**src/rtl/motor_ramp_pkg.sv**
```systemverilog
// Shared types and constants for the motor arming / slew stage.
// Imported by the interface, the slew limiter and the top level.
package motor_pkg;

  localparam int SPD_W = 11;

  typedef logic [SPD_W-1:0] spd_t;

  typedef enum logic [1:0] {
    OFF,
    ARM,
    RUN,
    SPINDN
  } motor_state_t;

  localparam spd_t SPD_IDLE = 11'h000;

endpackage

```
**src/rtl/motor_ramp_if.sv**
```systemverilog
// Command/status bundle between the flight controller side and motor_ramp.
// master drives arm/kill/commands, slave returns speeds and qualifiers.
interface motor_ramp_if;
  import motor_pkg::*;

  logic arm_req;
  logic kill;
  spd_t frnt_cmd;
  spd_t bck_cmd;
  spd_t lft_cmd;
  spd_t rght_cmd;
  spd_t frnt_spd;
  spd_t bck_spd;
  spd_t lft_spd;
  spd_t rght_spd;
  logic motors_off;
  logic armed;

  modport master (
    output arm_req, kill,
    output frnt_cmd, bck_cmd, lft_cmd, rght_cmd,
    input  frnt_spd, bck_spd, lft_spd, rght_spd,
    input  motors_off, armed
  );

  modport slave (
    input  arm_req, kill,
    input  frnt_cmd, bck_cmd, lft_cmd, rght_cmd,
    output frnt_spd, bck_spd, lft_spd, rght_spd,
    output motors_off, armed
  );

endinterface

```
**src/rtl/motor_ramp_slew_lim.sv**
```systemverilog
// Per-motor slew limiter: moves toward target by at most STEP per tick,
// snapping onto the target once within STEP; clr zeroes at once.
module slew_lim
  import motor_pkg::*;
#(
  parameter int STEP = 8
) (
  input  logic clk,
  input  logic rst,
  input  logic tick,
  input  logic clr,
  input  spd_t target,
  output spd_t spd
);

  localparam logic [SPD_W:0] STEP_X = (SPD_W+1)'(STEP);
  localparam spd_t           STEP_S = SPD_W'(STEP);

  spd_t spd_q;
  spd_t spd_d;
  logic signed [SPD_W:0] diff;
  logic [SPD_W:0] mag;

  always_comb begin
    diff  = $signed({1'b0, target}) - $signed({1'b0, spd_q});
    mag   = diff[SPD_W] ? $unsigned(-diff) : $unsigned(diff);
    spd_d = spd_q;
    if (clr) begin
      spd_d = SPD_IDLE;
    end else if (tick) begin
      if (mag <= STEP_X)    spd_d = target;
      else if (diff[SPD_W]) spd_d = spd_q - STEP_S;
      else                  spd_d = spd_q + STEP_S;
    end
  end

  always_ff @(posedge clk) begin
    if (rst) spd_q <= SPD_IDLE;
    else     spd_q <= spd_d;
  end

  assign spd = spd_q;

endmodule

```
**src/rtl/motor_ramp.sv**
```systemverilog
// Arm -> hold -> run -> spin-down sequencer with per-motor slew limiting
// feeding the four-motor ESC block.
module motor_ramp
  import motor_pkg::*;
#(
  parameter int RAMP_DIV = 4096,
  parameter int STEP     = 8,
  parameter int ARM_CYC  = 1 << 20
) (
  input logic clk,
  input logic rst,
  motor_ramp_if.slave bus
);

  localparam int ACW = $clog2(ARM_CYC);
  localparam int TCW = $clog2(RAMP_DIV);
  localparam logic [ACW-1:0] ARM_LAST  = ACW'(ARM_CYC - 1);
  localparam logic [TCW-1:0] TICK_LAST = TCW'(RAMP_DIV - 1);

  motor_state_t state_q, state_d;
  logic [ACW-1:0] arm_cnt_q, arm_cnt_d;
  logic [TCW-1:0] tick_cnt_q, tick_cnt_d;
  logic motors_off_q, motors_off_d;
  logic armed_q, armed_d;
  logic spin_q, spin_d;
  logic tick, clr, all_zero;
  spd_t cmd [4];
  spd_t tgt [4];
  spd_t spd [4];

  assign cmd[0] = bus.frnt_cmd;
  assign cmd[1] = bus.bck_cmd;
  assign cmd[2] = bus.lft_cmd;
  assign cmd[3] = bus.rght_cmd;

  assign all_zero = (spd[0] == SPD_IDLE) && (spd[1] == SPD_IDLE) &&
                    (spd[2] == SPD_IDLE) && (spd[3] == SPD_IDLE);

  always_comb begin
    state_d = state_q;
    unique case (state_q)
      OFF: if (bus.arm_req) state_d = ARM;
      ARM: begin
        if (!bus.arm_req)            state_d = OFF;
        else if (arm_cnt_q == ARM_LAST) state_d = RUN;
      end
      RUN: if (!bus.arm_req) state_d = SPINDN;
      SPINDN: begin
        if (bus.arm_req) state_d = RUN;
        else if (all_zero) state_d = OFF;
      end
      default: state_d = OFF;
    endcase
    // Kill overrides every other transition.
    if (bus.kill) state_d = OFF;
  end

  always_comb begin
    spin_q = (state_q == RUN) || (state_q == SPINDN);
    spin_d = (state_d == RUN) || (state_d == SPINDN);
    tick   = spin_q && (tick_cnt_q == TICK_LAST);
    clr    = !spin_d;

    tick_cnt_d = '0;
    if (spin_q && spin_d && !tick) tick_cnt_d = tick_cnt_q + 1'b1;

    arm_cnt_d = '0;
    if (state_q == ARM && state_d == ARM) arm_cnt_d = arm_cnt_q + 1'b1;

    motors_off_d = (state_d == OFF);
    armed_d      = spin_d;

    for (int i = 0; i < 4; i++) begin
      tgt[i] = (state_q == RUN) ? cmd[i] : SPD_IDLE;
    end
  end

  always_ff @(posedge clk) begin
    if (rst) begin
      state_q      <= OFF;
      arm_cnt_q    <= '0;
      tick_cnt_q   <= '0;
      motors_off_q <= 1'b1;
      armed_q      <= 1'b0;
    end else begin
      state_q      <= state_d;
      arm_cnt_q    <= arm_cnt_d;
      tick_cnt_q   <= tick_cnt_d;
      motors_off_q <= motors_off_d;
      armed_q      <= armed_d;
    end
  end

  for (genvar g = 0; g < 4; g++) begin : g_slew
    slew_lim #(
      .STEP (STEP)
    ) u_slew (
      .clk    (clk),
      .rst    (rst),
      .tick   (tick),
      .clr    (clr),
      .target (tgt[g]),
      .spd    (spd[g])
    );
  end

  assign bus.frnt_spd   = spd[0];
  assign bus.bck_spd    = spd[1];
  assign bus.lft_spd    = spd[2];
  assign bus.rght_spd   = spd[3];
  assign bus.motors_off = motors_off_q;
  assign bus.armed      = armed_q;

endmodule

```
**src/flat_wrapper.sv**
```systemverilog
// flat-port wrapper written by rule: the top's interface ports become plain ports
module motor_ramp_flat import motor_pkg::*;
#(
  parameter int RAMP_DIV = 4096,
  parameter int STEP     = 8,
  parameter int ARM_CYC  = 1 << 20
)
  (clk, rst, bus_arm_req, bus_kill, bus_frnt_cmd, bus_bck_cmd, bus_lft_cmd, bus_rght_cmd, bus_frnt_spd, bus_bck_spd, bus_lft_spd, bus_rght_spd, bus_motors_off, bus_armed);
  motor_ramp_if bus_i ();
  input logic clk;
  input logic rst;
  input wire logic [$bits(bus_i.arm_req)-1:0] bus_arm_req;
  input wire logic [$bits(bus_i.kill)-1:0] bus_kill;
  input wire logic [$bits(bus_i.frnt_cmd)-1:0] bus_frnt_cmd;
  input wire logic [$bits(bus_i.bck_cmd)-1:0] bus_bck_cmd;
  input wire logic [$bits(bus_i.lft_cmd)-1:0] bus_lft_cmd;
  input wire logic [$bits(bus_i.rght_cmd)-1:0] bus_rght_cmd;
  output wire logic [$bits(bus_i.frnt_spd)-1:0] bus_frnt_spd;
  output wire logic [$bits(bus_i.bck_spd)-1:0] bus_bck_spd;
  output wire logic [$bits(bus_i.lft_spd)-1:0] bus_lft_spd;
  output wire logic [$bits(bus_i.rght_spd)-1:0] bus_rght_spd;
  output wire logic [$bits(bus_i.motors_off)-1:0] bus_motors_off;
  output wire logic [$bits(bus_i.armed)-1:0] bus_armed;
  assign bus_i.arm_req = bus_arm_req;
  assign bus_i.kill = bus_kill;
  assign bus_i.frnt_cmd = bus_frnt_cmd;
  assign bus_i.bck_cmd = bus_bck_cmd;
  assign bus_i.lft_cmd = bus_lft_cmd;
  assign bus_i.rght_cmd = bus_rght_cmd;
  assign bus_frnt_spd = bus_i.frnt_spd;
  assign bus_bck_spd = bus_i.bck_spd;
  assign bus_lft_spd = bus_i.lft_spd;
  assign bus_rght_spd = bus_i.rght_spd;
  assign bus_motors_off = bus_i.motors_off;
  assign bus_armed = bus_i.armed;
  motor_ramp #(.RAMP_DIV(RAMP_DIV), .STEP(STEP), .ARM_CYC(ARM_CYC)) u_core (.clk(clk), .rst(rst), .bus(bus_i));
endmodule
```
**config.mk**
```make
export PLATFORM = sky130hd
export DESIGN_NAME = motor_ramp_flat
export DESIGN_NICKNAME = d
export VERILOG_FILES = /design/src/rtl/motor_ramp_pkg.sv /design/src/rtl/motor_ramp_if.sv /design/src/rtl/motor_ramp_slew_lim.sv /design/src/rtl/motor_ramp.sv /design/src/flat_wrapper.sv
export SDC_FILE = /design/constraint.sdc
export NUM_CORES = 1
export LEC_CHECK = 0
export BUFFER_PORTS_ARGS = -buffer_cell sky130_fd_sc_hd__buf_2
export CORE_MARGIN = 5
export CORE_UTILIZATION = 55
export DETAILED_ROUTE_END_ITERATION = 7
export HOLD_SLACK_MARGIN = 0.03
export PLACE_DENSITY = 0.79
export SETUP_SLACK_MARGIN = 0.5
export SLEW_MARGIN = 0
export SYNTH_ARGS = -nofsm -noshare
export SYNTH_HDL_FRONTEND = slang
export SYNTH_SLANG_ARGS = --single-unit
export TNS_END_PERCENT = 30
```
**constraint.sdc**
```tcl
create_clock -name clk -period 6.5 [get_ports clk]
set_input_delay 0.975 -clock clk [delete_from_list [all_inputs] [get_ports clk]]
set_output_delay 0.975 -clock clk [all_outputs]
set_load 0.005 [all_outputs]
```
==> reports/metrics.cfg <==
[floorplan]
num_rows=43
ios=94
dieArea_um2=16900
dieHeight_um=130
core-area_um2=14000
start_util=0.567
die_w_um=130

[setup_path]
critPathBufInv=2
critPathKind=reg2reg
crit_path_cell_trace=nor2b_4 > buf_4 > and2_1 > ha_1 > a21o_1 > a211oi_1 > nand4b_1 > a41o_1 > inv_1 > ha_1 > a21o_1 > a21oi_1 > o21bai_1 > a21oi_1 > o21bai_1 > a21oi_1 > xnor2_1 > or3_1 > a21o_1 > a31oi_1
worstPathRequired_ns=6.77
crit_path_max_incr_delay_ns=0.44
crit_family=compound AO/OA/AOI/OAI gates
rr_worst_depth=20
cpMaxStageDelayCell=dfxtp_1
crit_path_end_kind=flip-flop
path_max_fanout=29
cp.depth=20
critPathArrivalTime_ns=5.67
critPathLaunchType=flip-flop

[yosys]
ys_seq_area_frac=0.202
synth.area.top_cells=dfxtp_1, ha_1, xnor2_1
yosysTopAreaCell=dfxtp_1
syn_nets=1166
yosysMostFrequentCell=nor2_1
synth_top_area_frac=0.202
postSynthAreaPerCell_um2=7.65
synthesis.area_um2=7930
synth_edf_count=0
synth-seq-cells=80
synthCells=1036
async_flop_share=0
ys_types=79
yosysWarnings=0
synth-main-ff-cell=dfxtp_1
synth_commonest_cells=nor2_1, dfxtp_1, nand2_1

[layout]
syn_to_final_growth_pct=11.6
drive_gt1_frac=0.127
ff_latch_area_um2=1600
antennaDiodeCount=0
multi_input_area_um2=5890
nets=1240
fillers=1258
utilization=0.632
design_area_um2=8840

[power_and_ir_drop]
ir_worst_vdd_mv=0.139
power.density_nw_per_um2=118
power_w=0.00105
p_leak_nw=3.99

[cts]
cts_buffers=9
cts.htree.levels=3
ctsResizeCount=0
clock_latency_ns=0.34
clock-sinks=80
cts_buffer_depth=2
cts_hold_buf=0
cts_tree=yes
cts-root-buf=clkbuf_16
cts_setup_buffers=0
path_clk_slew_ns=0.07

[global_route]
grt_max_degree=68
grt_pass1_vias=7150
grt_pass1_wl_mm=33.9
track_usage=0.241
antenna_found_initial=1
grt-ovfl-total=0

[place]
numPortBuffers=93
placed_cell_area_um2=8530
gp_congestion=0.911
dpl.hpwl_mm=15.5

[timing]
fin_crit_ns=5.40
finalCritPeriodShare=0.831
grt_setup_unrepaired=false
fmax_mhz=185
maxSlewViolCount=0
hold_ws_ns=0.461
hold_violations=0
setup_viol=0
worst_slew_pin_slew_ns=1.13
fin_setup_tns_ns=0
relSlewSlack=0.250
skew_ns=0.00644

[route]
vias=7698
drc=0
wl_mm=20.2
drtIter0Drc=674
first_pass_iters=5
ant_nets=0
post_drt_via_cell_ratio=5.94
wl_per_cell_um=15.6

[job]
drv_cap=0

[outcome]
status=finished clean

[hold_path]
hold_path_depth=1
hp-class=reg2reg

## layer usage
layer,track usage,up-vias,share of wire
li1,-,3876,-
met1,0.331,3583,0.46
met2,0.390,196,0.46
met3,0.0381,41,0.052
met4,0.0709,2,0.022
met5,0,-,0.00035
## per-stage QoR
stage	setup slack [ns]	std cells
4_1_cts	1.18	1295
3_3_place_gp	1.31	1279
3_5_place_dp	1.21	1279
2_1_floorplan	1.82	1036
6_report	1.10	1295
5_1_grt	0.677	1295
## layout make-up
cell class                 instances  area share
tap                              180      0.0255
clock inverter                     5     0.00707
timing repair buffer             100      0.0586
inverter                          78      0.0331
clock buffer                      11      0.0286
sequential                        80       0.181
multi-input combinational        841       0.666
## kinds of logic (layout without fill, tap and decap cells)
kind of cell,after synthesis,count (layout),share of synthesized area
adder cells (fa/ha/maj),83,83,0.138
AO/OA/AOI/OAI,264,264,0.225
AND/OR/NAND/NOR,383,383,0.250
buffers and inverters,115,194,0.0559
flip-flops,80,80,0.202
multiplexers,34,34,0.0436
XOR/XNOR,77,77,0.0851
## flip-flops by register name, summed over array words and instances (netlist names)
name                      count
u_core.state_q                2
u_core.tick_cnt_q            12
u_core.bus.armed              1
u_core.bus.motors_off         1
u_core.g_slew.u_slew.spd     44
u_core.arm_cnt_q             20
## report_power, final
| group | total [W] | leakage [nW] | switching [W] | internal (W) |
|---|---|---|---|---|
| logic | 0.0000165 | 3.20 | 0.00000584 | 0.0000106 |
| clock network | 0.000539 | 0.148 | 0.000218 | 0.000321 |
| registers | 0.000491 | 0.644 | 0.000000624 | 0.000491 |
| total | 0.00105 | 3.99 | 0.000225 | 0.000822 |
## worst paths after layout
path,end,slack (ns),start
max,u_core.g_slew[0].u_slew.spd[10],1.10,u_core.state_q[1]
min reg2reg,u_core.tick_cnt_q[0],0.46,u_core.tick_cnt_q[0]
max reg2reg,u_core.g_slew[0].u_slew.spd[10],1.10,u_core.state_q[1]
min,u_core.tick_cnt_q[0],0.46,u_core.tick_cnt_q[0]
## placed cells by master (no fill, tap or decap), types with 13 or more instances in the layout
cell     Yosys  routed
xor2_1      31      31
nor2_1      83      83
ha_1        74      74
nor3_1      17      17
xnor2_1     46      46
or3_1       18      18
and3_1      14      14
and2_1      37      36
a31oi_1     13      13
nand2_1     79      79
a21oi_1     64      64
dfxtp_1     80      80
nor4_1      14      14
nand3_1     47      47
inv_1       78      78
nor2b_1     20      19
o21ai_0     54      54
a21o_1      23      23
mux2i_1     30      30
buf_2        3      93
(Power assumes the default switching activity.)
